--- src/rtl/mem_bus_ctrl_pkg.sv ---
// Shared bus definitions for the processor-side memory initiator.
// Bus command encoding, address width and requester owner identifiers.
package mem_bus_ctrl_pkg;

    localparam int XLEN = 32;

    typedef enum logic [1:0] {
        BUS_NONE  = 2'd0,
        BUS_LOAD  = 2'd1,
        BUS_STORE = 2'd2
    } BUS_COMMAND;

    typedef enum logic {
        OWNER_IC = 1'b0,
        OWNER_DC = 1'b1
    } owner_e;

endpackage

--- src/rtl/mem_tag_table.sv ---
// Outstanding-load table: lowest-free allocation, CAM lookup/free, valid count.
// A matching return frees its entry on the same edge a new load may claim it.
module mem_tag_table #(
    parameter int NUM_OUT = 4,
    parameter int TAG_W   = 4,
    localparam int CNT_W  = $clog2(NUM_OUT + 1)
) (
    input  logic             clock,
    input  logic             reset,
    input  logic [TAG_W-1:0] lookup_tag,
    output logic             hit,
    output logic             hit_owner,
    input  logic             alloc_en,
    input  logic [TAG_W-1:0] alloc_tag,
    input  logic             alloc_owner,
    output logic [CNT_W-1:0] count
);

    logic [NUM_OUT-1:0] valid;
    logic [NUM_OUT-1:0] free_vec;
    logic [NUM_OUT-1:0] after_free;
    logic [NUM_OUT-1:0] alloc_vec;
    logic               placed;
    logic [TAG_W-1:0]   tag   [NUM_OUT];
    logic               owner [NUM_OUT];

    always_comb begin
        hit       = 1'b0;
        hit_owner = 1'b0;
        free_vec  = '0;
        for (int i = 0; i < NUM_OUT; i++) begin
            if (!hit && valid[i] && lookup_tag != '0 && tag[i] == lookup_tag) begin
                hit         = 1'b1;
                hit_owner   = owner[i];
                free_vec[i] = 1'b1;
            end
        end
    end

    // Allocation sees the table after this edge's free, so a freed slot is reusable at once.
    always_comb begin
        after_free = valid & ~free_vec;
        alloc_vec  = '0;
        placed     = 1'b0;
        for (int i = 0; i < NUM_OUT; i++) begin
            if (alloc_en && !placed && !after_free[i]) begin
                alloc_vec[i] = 1'b1;
                placed       = 1'b1;
            end
        end
    end

    always_comb begin
        count = '0;
        for (int i = 0; i < NUM_OUT; i++) begin
            count = count + CNT_W'(valid[i]);
        end
    end

    always_ff @(posedge clock or negedge reset) begin
        if (!reset) begin
            valid <= '0;
        end else begin
            valid <= after_free | alloc_vec;
        end
    end

    always_ff @(posedge clock) begin
        for (int i = 0; i < NUM_OUT; i++) begin
            if (alloc_vec[i]) begin
                tag[i]   <= alloc_tag;
                owner[i] <= alloc_owner;
            end
        end
    end

endmodule

--- src/rtl/mem_bus_ctrl.sv ---
// Tagged memory bus initiator: round-robin arbitration between icache and dcache,
// a retrying issue register, and routing of tagged load returns to their owners.
module mem_bus_ctrl
    import mem_bus_ctrl_pkg::*;
#(
    parameter int NUM_OUT = 4,
    parameter int TAG_W   = 4,
    localparam int CNT_W  = $clog2(NUM_OUT + 1)
) (
    input  logic             clock,
    input  logic             reset,
    input  logic             ic_req_valid,
    input  logic [XLEN-1:0]  ic_req_addr,
    output logic             ic_req_ready,
    input  logic             dc_req_valid,
    input  logic [1:0]       dc_req_cmd,
    input  logic [XLEN-1:0]  dc_req_addr,
    input  logic [63:0]      dc_req_data,
    output logic             dc_req_ready,
    output logic [1:0]       proc2mem_command,
    output logic [XLEN-1:0]  proc2mem_addr,
    output logic [63:0]      proc2mem_data,
    input  logic [TAG_W-1:0] mem2proc_response,
    input  logic [63:0]      mem2proc_data,
    input  logic [TAG_W-1:0] mem2proc_tag,
    output logic             ic_rsp_valid,
    output logic [63:0]      ic_rsp_data,
    output logic             dc_rsp_valid,
    output logic [63:0]      dc_rsp_data,
    output logic             store_done,
    output logic [CNT_W-1:0] num_outstanding,
    output logic             tag_err
);

    logic             ir_valid;
    logic [1:0]       ir_cmd;
    logic [XLEN-1:0]  ir_addr;
    logic [63:0]      ir_data;
    logic             ir_owner;
    logic             rr_ic_prio;
    logic             accepted, can_take, ir_load, load_ok;
    logic             hit, hit_owner, alloc_en;
    logic [CNT_W-1:0] table_count;
    logic             dc_is_load, dc_is_store;
    logic             ic_ok, dc_ok, grant_ic, grant_dc;
    logic [63:0]      rsp_data;

    assign accepted        = ir_valid && (mem2proc_response != '0);
    assign can_take        = !ir_valid || accepted;
    assign ir_load         = ir_valid && (ir_cmd == BUS_LOAD);
    assign alloc_en        = accepted && (ir_cmd == BUS_LOAD);
    assign num_outstanding = table_count + CNT_W'(ir_load);
    assign load_ok         = (num_outstanding < CNT_W'(NUM_OUT)) || hit;
    assign dc_is_load      = (dc_req_cmd == BUS_LOAD);
    assign dc_is_store     = (dc_req_cmd == BUS_STORE);

    // Readies are held low during reset so every output reads 0 asynchronously.
    always_comb begin
        ic_ok    = reset && ic_req_valid && can_take && load_ok;
        dc_ok    = reset && dc_req_valid && can_take && (dc_is_store || (dc_is_load && load_ok));
        grant_ic = ic_ok && (!dc_ok || rr_ic_prio);
        grant_dc = dc_ok && !grant_ic;
    end

    assign ic_req_ready     = grant_ic;
    assign dc_req_ready     = grant_dc;
    assign proc2mem_command = ir_valid ? ir_cmd  : BUS_NONE;
    assign proc2mem_addr    = ir_valid ? ir_addr : '0;
    assign proc2mem_data    = ir_valid ? ir_data : '0;
    assign ic_rsp_data      = rsp_data;
    assign dc_rsp_data      = rsp_data;

    mem_tag_table #(
        .NUM_OUT (NUM_OUT),
        .TAG_W   (TAG_W)
    ) u_tag_table (
        .clock       (clock),
        .reset       (reset),
        .lookup_tag  (mem2proc_tag),
        .hit         (hit),
        .hit_owner   (hit_owner),
        .alloc_en    (alloc_en),
        .alloc_tag   (mem2proc_response),
        .alloc_owner (ir_owner),
        .count       (table_count)
    );

    always_ff @(posedge clock or negedge reset) begin
        if (!reset) begin
            ir_valid     <= 1'b0;
            rr_ic_prio   <= 1'b0;
            store_done   <= 1'b0;
            ic_rsp_valid <= 1'b0;
            dc_rsp_valid <= 1'b0;
            rsp_data     <= '0;
            tag_err      <= 1'b0;
        end else begin
            if (grant_ic || grant_dc) begin
                ir_valid   <= 1'b1;
                rr_ic_prio <= grant_dc;
            end else if (accepted) begin
                ir_valid <= 1'b0;
            end
            store_done   <= accepted && (ir_cmd == BUS_STORE);
            ic_rsp_valid <= hit && (hit_owner == OWNER_IC);
            dc_rsp_valid <= hit && (hit_owner == OWNER_DC);
            if (hit) begin
                rsp_data <= mem2proc_data;
            end
            if (mem2proc_tag != '0 && !hit) begin
                tag_err <= 1'b1;
            end
        end
    end

    // Payload is only observed while ir_valid, so it carries no reset.
    always_ff @(posedge clock) begin
        if (grant_ic) begin
            ir_cmd   <= BUS_LOAD;
            ir_addr  <= ic_req_addr;
            ir_data  <= '0;
            ir_owner <= OWNER_IC;
        end else if (grant_dc) begin
            ir_cmd   <= dc_req_cmd;
            ir_addr  <= dc_req_addr;
            ir_data  <= dc_is_store ? dc_req_data : '0;
            ir_owner <= OWNER_DC;
        end
    end

endmodule
--- config.mk ---
export PLATFORM = sky130hd
export DESIGN_NAME = mem_bus_ctrl
export DESIGN_NICKNAME = d
export VERILOG_FILES = /design/src/rtl/mem_bus_ctrl_pkg.sv /design/src/rtl/mem_tag_table.sv /design/src/rtl/mem_bus_ctrl.sv
export SDC_FILE = /design/constraint.sdc
export NUM_CORES = 1
export LEC_CHECK = 0
export BUFFER_PORTS_ARGS = -buffer_cell sky130_fd_sc_hd__clkbuf_2
export CORE_AREA = 3 3 171 173
export CTS_CLUSTER_DIAMETER = 40
export DETAILED_ROUTE_END_ITERATION = 12
export DIE_AREA = 0 0 174 176
export SLEW_MARGIN = 20
export SYNTH_ARGS = -nofsm -noshare
export SYNTH_HDL_FRONTEND = slang
export SYNTH_SLANG_ARGS = --single-unit
--- constraint.sdc ---
create_clock -name clock -period 11.1 [get_ports clock]
set_clock_uncertainty 0.05 [all_clocks]
set_input_delay 0.555 -clock clock [delete_from_list [all_inputs] [get_ports clock]]
set_output_delay 0.555 -clock clock [all_outputs]
set_load 0.005 [all_outputs]
==> metrics.txt <==
# TYPE chip_impl_metric gauge
chip_impl_metric{name="grt_start_max_net_pins",unit=""} 102
chip_impl_metric{name="fmax",unit="GHz"} 0.206
chip_impl_metric{name="drv_cap",unit=""} 0
chip_impl_info{name="worstSetupEndpointType",value="primary output"} 1
chip_impl_metric{name="fp.dieH",unit="microns"} 176
chip_impl_metric{name="io_buffer_count",unit=""} 440
chip_impl_metric{name="hpwlAfterDp",unit="mm"} 20.8
chip_impl_metric{name="post_cts_sizing_count",unit=""} 0
chip_impl_metric{name="finalMaxSlewViolations",unit=""} 0
chip_impl_metric{name="grt_overflow_total",unit=""} 0
chip_impl_metric{name="grt_pass1_wl",unit="mm"} 40.8
chip_impl_metric{name="yosysTopAreaCellShare",unit="%"} 21.4
chip_impl_metric{name="min_period",unit="ns"} 4.86
chip_impl_metric{name="power_density",unit="nW/um^2"} 249
chip_impl_metric{name="post_route_cells_drive_above_1_share",unit="%"} 50.7
chip_impl_info{name="root_buffer",value="sky130_fd_sc_hd__clkbuf_16"} 1
chip_impl_info{name="outcome",value="finished clean"} 1
chip_impl_metric{name="critPathMaxFanout",unit=""} 101
chip_impl_metric{name="floorplan.initialDensity",unit="%"} 31.1
chip_impl_metric{name="fp.coreArea",unit="sq um"} 27800
chip_impl_metric{name="groute.usage.overall",unit="%"} 17.4
chip_impl_info{name="path_class",value="reg2out"} 1
chip_impl_metric{name="leakage",unit="uW"} 0.00535
chip_impl_metric{name="synth_area_per_cell",unit="sq um"} 11.7
chip_impl_info{name="startpoint_class_of_the_critical_path",value="flop"} 1
chip_impl_metric{name="cts-htree-levels",unit=""} 4
chip_impl_metric{name="drt_iter0_markers",unit=""} 322
chip_impl_metric{name="rows",unit=""} 61
chip_impl_metric{name="timing.slew.headroom",unit="%"} 39.0
chip_impl_info{name="synth_ff_type",value="sky130_fd_sc_hd__dfrtp_1"} 1
chip_impl_metric{name="clkSlewWorstSetupHoldPaths",unit="ns"} 0.08
chip_impl_info{name="hold_path.class",value="in2async"} 1
chip_impl_metric{name="synth-warning-count",unit=""} 0
chip_impl_metric{name="cts_max_path_buffers",unit=""} 2
chip_impl_metric{name="cts-buffers-inserted",unit=""} 17
chip_impl_metric{name="post_drt_wl_per_cell",unit="microns"} 18.7
chip_impl_metric{name="postSynthRegisterBits",unit=""} 193
chip_impl_metric{name="async_flop_share",unit="%"} 38.3
chip_impl_metric{name="design.final.nets",unit=""} 1297
chip_impl_metric{name="syn_nets",unit=""} 946
chip_impl_metric{name="layout_worst_path_cycle_share",unit="%"} 43.8
chip_impl_metric{name="timing.final.hold_violations",unit=""} 0
chip_impl_metric{name="chipWidth",unit="microns"} 174
chip_impl_metric{name="hold_ws",unit="ns"} 0.0534
chip_impl_metric{name="sum_of_routed_wire_length_over_all_layers",unit="mm"} 27.7
chip_impl_info{name="synth.cells.most_frequent",value="sky130_fd_sc_hd__and2_1 (100), sky130_fd_sc_hd__nor2_1 (75), sky130_fd_sc_hd__dfrtp_1 (74)"} 1
chip_impl_metric{name="ys_types",unit=""} 43
chip_impl_metric{name="cts.repair_timing.setup_buffer_count",unit=""} 0
chip_impl_info{name="rsz0062_at_grt",value="false"} 1
chip_impl_metric{name="cp.arrival",unit="ns"} 4.25
chip_impl_metric{name="antenna_violating_nets_remaining",unit=""} 0
chip_impl_info{name="synthDominantAreaCellType",value="sky130_fd_sc_hd__dfrtp_1"} 1
chip_impl_metric{name="timing.final.setup_violations",unit=""} 0
chip_impl_metric{name="synth_area",unit="sq um"} 8650
chip_impl_metric{name="worstMarginPinSlew",unit="ns"} 0.907
chip_impl_metric{name="drt_drc_violations_left",unit=""} 0
chip_impl_metric{name="synth-seq-area-share",unit="%"} 55.0
chip_impl_metric{name="peakVddDrop",unit="mV"} 0.106
chip_impl_info{name="cts_tree",value="built"} 1
chip_impl_metric{name="hold_buffers_post_cts",unit=""} 0
chip_impl_metric{name="clkSinkCount",unit=""} 193
chip_impl_metric{name="die_area",unit="sq um"} 30600
chip_impl_metric{name="number_of_primary_i_o_pins",unit=""} 441
chip_impl_info{name="netlist_top_cells_area",value="sky130_fd_sc_hd__dfrtp_1 (21%), sky130_fd_sc_hd__edfxtp_1 (18%), sky130_fd_sc_hd__dfxtp_1 (16%), sky130_fd_sc_hd__mux2_2 (8.9%), sky130_fd_sc_hd__and2_1 (7.2%)"} 1
chip_impl_metric{name="synth-edff-count",unit=""} 52
chip_impl_metric{name="data_required_critical_path",unit="ns"} 10.50
chip_impl_metric{name="initial_antenna_violation_count",unit=""} 6
chip_impl_metric{name="r2r_cells",unit=""} 12
chip_impl_metric{name="viasPerCell",unit=""} 4.68
chip_impl_metric{name="final.setup.tns",unit="ns"} 0
chip_impl_metric{name="via_count",unit=""} 6920
chip_impl_metric{name="detailedRoute.firstPassIterationCount",unit=""} 4
chip_impl_metric{name="postSynthCellCount",unit=""} 736
chip_impl_metric{name="first_global_vias",unit=""} 6960
chip_impl_metric{name="area_growth_syn_to_layout",unit="%"} 30.8
chip_impl_metric{name="insertion_delay",unit="ns"} 0.42
chip_impl_metric{name="gp_congestion",unit=""} 0.834
chip_impl_info{name="synthMostInstantiatedCell",value="sky130_fd_sc_hd__and2_1"} 1
[final timing paths]
kind | start | to | slack, ns
worst min-delay path | reset | dc_rsp_data[44] | 0.05
worst max register to register | ir_valid | ir_addr[19] | 6.57
min in group clock | dc_req_data[40] | ir_data[40] | 0.30
worst max-delay path | ir_valid | ic_req_ready | 6.24
worst min register to register | tag_err | tag_err | 0.42
max in group asynchronous | reset | dc_rsp_data[37] | 10.00
[power by group]
group	leakage, uW	internal [uW]	switching (uW)
combinational	0.00318	502	536
sequential	0.00190	999	176
clock	0.000272	313	289
total	0.00535	1810	1000
[cell usage in the layout, fill, tap and decap left out, types with 3 or more instances in the layout]
| cell type | Yosys | layout |
|---|---|---|
| sky130_fd_sc_hd__clkbuf_2 | 0 | 439 |
| sky130_fd_sc_hd__and2_1 | 100 | 100 |
| sky130_fd_sc_hd__nor2_1 | 75 | 73 |
| sky130_fd_sc_hd__dfrtp_1 | 74 | 73 |
| sky130_fd_sc_hd__mux2_2 | 68 | 68 |
| sky130_fd_sc_hd__dfxtp_1 | 67 | 67 |
| sky130_fd_sc_hd__a32oi_1 | 64 | 64 |
| sky130_fd_sc_hd__edfxtp_1 | 52 | 52 |
| sky130_fd_sc_hd__mux2_1 | 28 | 28 |
| sky130_fd_sc_hd__clkbuf_16 | 0 | 18 |
| sky130_fd_sc_hd__inv_1 | 13 | 13 |
| sky130_fd_sc_hd__xnor2_1 | 12 | 12 |
| sky130_fd_sc_hd__nand2_1 | 9 | 9 |
| sky130_fd_sc_hd__buf_4 | 70 | 9 |
| sky130_fd_sc_hd__a21oi_1 | 8 | 8 |
| sky130_fd_sc_hd__nand4_1 | 4 | 4 |
| sky130_fd_sc_hd__nor3_1 | 4 | 4 |
| sky130_fd_sc_hd__o21ai_0 | 4 | 4 |
| sky130_fd_sc_hd__inv_6 | 0 | 4 |
| sky130_fd_sc_hd__or3_1 | 3 | 3 |
| sky130_fd_sc_hd__or2_2 | 3 | 3 |
| sky130_fd_sc_hd__a21o_1 | 3 | 3 |
[worst max-delay path, stage by stage (launching register included)]
cell and delay [ns]:
sky130_fd_sc_hd__dfrtp_2 0.34, sky130_fd_sc_hd__buf_4 0.61, sky130_fd_sc_hd__nand3b_1 0.26, sky130_fd_sc_hd__fa_1 0.50, sky130_fd_sc_hd__inv_1 0.07, sky130_fd_sc_hd__ha_1 0.15
sky130_fd_sc_hd__inv_1 0.05, sky130_fd_sc_hd__fa_1 0.43, sky130_fd_sc_hd__o41ai_4 0.35, sky130_fd_sc_hd__buf_4 0.67, sky130_fd_sc_hd__a21oi_4 0.20, sky130_fd_sc_hd__clkbuf_2 0.18
[layout make-up]
| type | instances | area, sq um |
|---|---|---|
| diodes | 2 | 5.00 |
| clock buffers | 21 | 472 |
| clock inverters | 11 | 93.8 |
| fillers | 2847 | 16500 |
| inverters | 13 | 48.8 |
| multi-input cells | 413 | 3170 |
| flip-flops and latches | 193 | 4760 |
| well taps | 378 | 473 |
| repair buffers | 449 | 2290 |
[registers in the layout, summed over array words and instances, names as in the netlist, 2 cells and up]
signal,count
dc_rsp_data,64
ir_addr,32
ir_cmd,2
ir_data,64
u_tag_table.owner,4
u_tag_table.tag,16
u_tag_table.valid,4
[stage by stage]
stage / util [%] / cells / power (uW) / worst slack [ns] / instance area, sq um
detailed placement: 38.5 / 1445 / 2240 / 6.32 / 10700
global placement: 38.5 / 1445 / 2220 / 6.44 / 10700
global route: 40.7 / 1480 / 3000 / 5.86 / 11300
floorplan: - / 736 / 1830 / 7.31 / 8650
finish: 40.7 / 1480 / 2820 / 6.24 / 11300
CTS: 40.6 / 1477 / 2860 / 5.86 / 11300
[logic make-up after synthesis]
logic type	after synthesis	synth area share (%)
AOI/OAI and AO/OA	91	8.87
xor gates and xnor gates	13	1.32
adders and majority gates	4	0.753
buffers and inverters	130	8.87
DFF	193	55.0
muxes	96	12.5
and+or+nand+nor	209	12.7
[routing by layer]
| layer | track usage [%] | part of all wire [%] |
|---|---|---|
| met1 | 18.8 | 37 |
| met2 | 32.9 | 54 |
| met3 | 5.59 | 8.0 |
| met4 | 4.22 | 0.95 |
| met5 | 0 | 0.097 |
(Power assumes the default switching activity.)
